===== src/rtl/dco_dctrl_dither.sv =====
// rtl/dco_dctrl_dither.sv - FCW to DCTRL front end with 1st-order/MASH 1-1 dither, band settle and windowed sum.
module dco_dctrl_dither #(
  parameter int INT_W      = 9,
  parameter int FRAC_W     = 8,
  parameter int SETTLE_CYC = 16,
  parameter int OSR        = 100
) (
  input  logic                          CLK,
  input  logic                          RST,
  input  logic                          EN,
  input  logic [INT_W-1:0]              FCW_INT,
  input  logic [FRAC_W-1:0]             FCW_FRAC,
  input  logic [1:0]                    DITH_MODE,
  input  logic [1:0]                    BAND_REQ,
  input  logic                          BAND_LD,
  output logic [INT_W-1:0]              DCTRL,
  output logic [1:0]                    BAND,
  output logic                          BAND_BUSY,
  output logic [INT_W+$clog2(OSR):0]    AVG_SUM,
  output logic                          AVG_VLD
);

  localparam int SUM_W  = INT_W + $clog2(OSR) + 1;
  localparam int SCNT_W = $clog2(SETTLE_CYC + 1);
  localparam int WCNT_W = $clog2(OSR + 1);
  localparam int CODE_W = INT_W + 2;
  localparam logic [INT_W-1:0] MID = {1'b1, {(INT_W-1){1'b0}}};

  typedef enum logic [1:0] {
    S_IDLE   = 2'd0,
    S_RUN    = 2'd1,
    S_SETTLE = 2'd2
  } state_t;

  state_t              state, state_n;
  logic [FRAC_W-1:0]   acc1, acc1_n, acc2, acc2_n;
  logic                c2d, c2d_n;
  logic [INT_W-1:0]    dctrl, dctrl_n;
  logic [1:0]          band, band_n;
  logic [SCNT_W-1:0]   scnt, scnt_n;
  logic [WCNT_W-1:0]   wcnt, wcnt_n;
  logic [SUM_W-1:0]    sum, sum_n, sum_add, avg_sum, avg_sum_n;
  logic                avg_vld, avg_vld_n;

  logic [FRAC_W:0]     s1, s2;
  logic                c1, c2;
  logic signed [CODE_W-1:0] fcw_s, c1_s, c2_s, c2d_s, code;
  logic [INT_W-1:0]    code_sat;

  // Both accumulator stages share the same cycle: acc2 integrates the new acc1 value.
  always_comb begin
    s1    = {1'b0, acc1} + {1'b0, FCW_FRAC};
    c1    = s1[FRAC_W];
    s2    = {1'b0, acc2} + {1'b0, s1[FRAC_W-1:0]};
    c2    = s2[FRAC_W];
    fcw_s = $signed({2'b00, FCW_INT});
    c1_s  = $signed({{(CODE_W-1){1'b0}}, c1});
    c2_s  = $signed({{(CODE_W-1){1'b0}}, c2});
    c2d_s = $signed({{(CODE_W-1){1'b0}}, c2d});
    case (DITH_MODE)
      2'd1:    code = fcw_s + c1_s;
      2'd2:    code = fcw_s + c1_s + c2_s - c2d_s;
      default: code = fcw_s;
    endcase
    if (code[CODE_W-1])
      code_sat = '0;
    else if (code[INT_W])
      code_sat = '1;
    else
      code_sat = code[INT_W-1:0];
  end

  always_comb begin
    state_n   = state;
    dctrl_n   = MID;
    acc1_n    = '0;
    acc2_n    = '0;
    c2d_n     = 1'b0;
    band_n    = band;
    scnt_n    = '0;
    wcnt_n    = '0;
    sum_n     = '0;
    sum_add   = '0;
    avg_sum_n = avg_sum;
    avg_vld_n = 1'b0;
    case (state)
      S_IDLE: begin
        if (EN) state_n = S_RUN;
      end
      S_SETTLE: begin
        if (!EN)
          state_n = S_IDLE;
        else if (scnt == SCNT_W'(SETTLE_CYC - 1))
          state_n = S_RUN;
        else
          scnt_n = scnt + 1'b1;
      end
      S_RUN: begin
        if (!EN) begin
          state_n = S_IDLE;
        end else if (BAND_LD && BAND_REQ != 2'd3 && BAND_REQ != band) begin
          state_n = S_SETTLE;
          band_n  = BAND_REQ;
        end else begin
          dctrl_n = code_sat;
          acc1_n  = s1[FRAC_W-1:0];
          if (DITH_MODE == 2'd2) begin
            acc2_n = s2[FRAC_W-1:0];
            c2d_n  = c2;
          end
          // Window closes on the OSR-th addition; the next one starts on the following cycle.
          sum_add = sum + SUM_W'(dctrl_n);
          if (wcnt == WCNT_W'(OSR - 1)) begin
            avg_sum_n = sum_add;
            avg_vld_n = 1'b1;
          end else begin
            wcnt_n = wcnt + 1'b1;
            sum_n  = sum_add;
          end
        end
      end
      default: state_n = S_IDLE;
    endcase
  end

  always_ff @(posedge CLK) begin
    if (RST) begin
      state   <= S_IDLE;
      dctrl   <= MID;
      acc1    <= '0;
      acc2    <= '0;
      c2d     <= 1'b0;
      band    <= 2'd0;
      scnt    <= '0;
      wcnt    <= '0;
      sum     <= '0;
      avg_sum <= '0;
      avg_vld <= 1'b0;
    end else begin
      state   <= state_n;
      dctrl   <= dctrl_n;
      acc1    <= acc1_n;
      acc2    <= acc2_n;
      c2d     <= c2d_n;
      band    <= band_n;
      scnt    <= scnt_n;
      wcnt    <= wcnt_n;
      sum     <= sum_n;
      avg_sum <= avg_sum_n;
      avg_vld <= avg_vld_n;
    end
  end

  assign DCTRL     = dctrl;
  assign BAND      = band;
  assign BAND_BUSY = (state == S_SETTLE);
  assign AVG_SUM   = avg_sum;
  assign AVG_VLD   = avg_vld;

endmodule


===== config.mk =====
export PLATFORM = sky130hd
export DESIGN_NAME = dco_dctrl_dither
export DESIGN_NICKNAME = d
export VERILOG_FILES = /design/src/rtl/dco_dctrl_dither.sv
export SDC_FILE = /design/constraint.sdc
export NUM_CORES = 1
export LEC_CHECK = 0
export BUFFER_PORTS_ARGS = -buffer_cell sky130_fd_sc_hd__buf_2
export CORE_MARGIN = 4
export CORE_UTILIZATION = 55
export DETAILED_ROUTE_END_ITERATION = 12
export PLACE_DENSITY = 0.76
export SLEW_MARGIN = 15
export SYNTH_ARGS = -nofsm -noshare
export SYNTH_HDL_FRONTEND = slang
export SYNTH_SLANG_ARGS = --single-unit

===== constraint.sdc =====
create_clock -name CLK -period 9.1 [get_ports CLK]
set_input_delay 1.365 -clock CLK [delete_from_list [all_inputs] [get_ports CLK]]
set_output_delay 1.365 -clock CLK [all_outputs]
set_load 0.02 [all_outputs]

==> impl_metrics.py <==
metrics = {
    "clock_network": {
        "cts_root_buf": "clkbuf_8",
        "cts_sinks": 77,
        "insertion_delay_ns": 0.36,
        "clkTransAtPathRegs_ns": 0.10,
        "cts-htree-levels": 3,
        "cts_max_path_buffers": 2,
        "post_cts_buffers": 0,
        "numCtsBuffers": 9,
        "cts_tree": "yes",
    },
    "floorplanning": {
        "initial_core_util_pct": 57.62,
        "io_pins": 55,
        "floorplan.rows": 33,
        "dieArea_um2": 10340,
        "die_h_um": 101.7,
        "core_um2": 8382,
        "die_w_um": 101.7,
    },
    "sta": {
        "finalSetupTns_ns": 0,
        "maxSlewViolCount": 0,
        "fin_crit_sh_pct": 90.16,
        "finClkSkew_ns": 0.01996,
        "rsz0062_at_grt": "false",
        "setup_viol": 0,
        "finalCriticalPeriod_ns": 8.205,
        "tightest_slew_ns": 1.005,
        "whs_ns": 0.4543,
        "worst_slack_ns": 0.8955,
        "fmax_ghz": 0.1219,
        "timing.slew.headroom_pct": 32.61,
        "hold_viol_final": 0,
    },
    "worst_setup_path": {
        "crit_top_cell": "ha_1",
        "startpoint": "FCW_FRAC[0]",
        "criticalPathCategory": "in2reg",
        "timing.rr.start": "acc1[0]$_SDFF_PP0_",
        "timing.rr.end": "AVG_SUM[12]$_SDFFE_PP0P_",
        "r2r_setup_slack_ns": 1.73,
        "worst_path_max_delay_cell": "fa_1",
        "cp_max_fo": 16,
        "start_kind": "input pin",
        "crit_family": "compound AO/OA/AOI/OAI gates",
        "max_stage_delay_ns": 0.41,
        "worstPathArrival_ns": 8.41,
        "r2r_cells": 34,
        "path_buf_inv": 2,
        "end_kind": "register",
        "required_ns": 9.31,
    },
    "min_path": {
        "hold_class": "reg2reg",
        "whs_path_depth": 1,
        "hold_end": "scnt[0]$_SDFF_PP0_",
        "worstHoldStart": "scnt[0]$_SDFF_PP0_",
    },
    "global_route": {
        "grt_overflow": 0,
        "grt_pass1_vias": 4032,
        "grt_pass1_wl_um": 18530,
        "gr-usage-all-layers_pct": 22.02,
        "grt_max_degree": 23,
        "antenna_found_initial": 0,
    },
    "routing": {
        "vias": 4141,
        "ant_nets": 0,
        "route.met2.wl_um": 5140,
        "drc_errors": 0,
        "wl_met3_um": 591,
        "wl_per_cell_um": 14.90,
        "drt-met1-wl_um": 4934,
        "drt-initial-drc-count": 150,
        "drt_pre_antenna_iters": 5,
        "routed_wl_um": 10790,
        "highest_layer": "met4",
        "vias_per_cell": 5.720,
    },
    "power": {
        "powerDensity_nw_per_um2": 134.3,
        "leakage_nw": 2.255,
        "peakVddDrop_mv": 0.1255,
    },
    "cells_and_area": {
        "nNetsFinal": 684,
        "fillCellCount": 749,
        "layout.cells.non_filler": 724,
        "synthToLayoutAreaGrowth_pct": 10.03,
        "final_area_um2": 5314,
        "n_antenna_cell": 0,
        "post_route_cells_drive_above_1_share_pct": 15.67,
    },
    "logic_synthesis": {
        "synthArstFlopShare_pct": 0,
        "yosysTopAreaCell": "dfxtp_1",
        "synth_edf_count": 0,
        "synth_cells": 570,
        "netlist_area_um2": 4830,
        "ys_types": 70,
        "avgSynthCellArea_um2": 8.473,
        "synth_warnings": 0,
        "synth_top_area_share_pct": 31.92,
        "netlist_top_cells_count": "dfxtp_1, nor2_1, a21oi_1",
        "synth_top_cells_by_area": "dfxtp_1, ha_1, nor2_1",
        "ys_seq_area_share_pct": 31.92,
        "syn-num-nets": 640,
        "synth_top_flop_cell": "dfxtp_1",
        "synth-seq-cells": 77,
        "yosysMostFrequentCell": "dfxtp_1",
    },
    "job": {
        "maxCapViolCount": 0,
    },
    "place": {
        "dp_hpwl_um": 8319,
        "dp_slack_ns": 0.3963,
        "place_inst": 708,
        "portBuffers": 54,
        "postPlaceCellArea_um2": 5129,
        "gp_congestion": 0.8928,
    },
    "outcome": {
        "status": "completed",
    },
}
worst max-delay path by stage:
stage                                to  slack [ns]  cells after the start
4_1_cts        AVG_SUM[12]$_SDFFE_PP0P_        0.74                     35
5_1_grt        AVG_SUM[14]$_SDFFE_PP0P_        0.16                     35
2_1_floorplan  AVG_SUM[16]$_SDFFE_PP0P_        1.33                     35
6_report       AVG_SUM[12]$_SDFFE_PP0P_        0.90                     35
3_5_place_dp   AVG_SUM[12]$_SDFFE_PP0P_        0.40                     35
3_3_place_gp   AVG_SUM[16]$_SDFFE_PP0P_        0.67                     35
sequential cells by signal, indices dropped and copies added (netlist names):
| name | cells |
|---|---|
| c2d | 1 |
| state | 2 |
| BAND | 2 |
| AVG_VLD | 1 |
| DCTRL | 9 |
| scnt | 5 |
| wcnt | 7 |
| acc1 | 8 |
| acc2 | 8 |
| AVG_SUM | 17 |
| sum | 17 |
routing by layer:
layer / up-vias / track usage, %
met3: 10 / 3.994
met4: 0 / 6.033
met1: 1929 / 29.59
met2: 104 / 36.37
met5: - / 0
li1: 2098 / -
power breakdown:
group	total, mW	internal (mW)	switching [mW]
clock network	0.240	0.102	0.138
logic	0.133	0.0519	0.0810
registers	0.341	0.339	0.00136
cell type report:
type | instances | area [um2] | area share [%]
Multi-Input combinational cell | 439 | 3055 | 57.50
Sequential cell | 77 | 1541 | 29.01
Timing Repair Buffer | 57 | 292.8 | 5.510
Tap cell | 105 | 131.4 | 2.472
Clock buffer | 9 | 123.9 | 2.331
Inverter | 30 | 112.6 | 2.119
Clock inverter | 7 | 56.30 | 1.060
kinds of logic (layout without fill, tap and decap cells):
kind of cell / after synthesis / in the layout / synth area share [%]
AND/OR/NAND/NOR: 202 / 202 / 20.98
AO/OA/AOI/OAI: 143 / 143 / 20.70
flip-flops: 77 / 77 / 31.92
buffers and inverters: 54 / 103 / 5.052
adder cells (fa/ha/maj): 46 / 46 / 12.49
XOR/XNOR: 44 / 44 / 7.979
multiplexers: 4 / 4 / 0.8808
timing repair:
action	4_1_cts	5_1_grt
endpoints found under the setup margin	0	3
hold buffers	0	0
gates resized for setup	0	1
worst register-to-register path, delay by kind of cell, from the launching register on:
| kind | cells | cell delay (ns) |
|---|---|---|
| simple gates | 7 | 0.96 |
| fa+ha+maj | 8 | 2.42 |
| flops | 1 | 0.31 |
| buf+inv | 1 | 0.21 |
| xor+xnor | 2 | 0.53 |
| compound gates | 16 | 2.83 |
cell usage in the layout (no fill, tap or decap), types with 14 or more instances in the layout:
cell type / n
xnor2_1: 30
dfxtp_1: 77
xor2_1: 14
o21ai_0: 22
buf_2: 54
nor2_1: 72
ha_1: 41
a21oi_1: 44
nand2_1: 36
and3_1: 15
inv_1: 30
metrics by stage:
step / utilization (%) / power [mW]
global placement: 61.19 / 0.4761
finish: 63.40 / 0.7139
floorplan: - / 0.4485
global route: 63.40 / 0.7532
CTS: 63.34 / 0.7193
detailed placement: 61.19 / 0.4797
No activity file was read; power rests on OpenSTA's default activity.
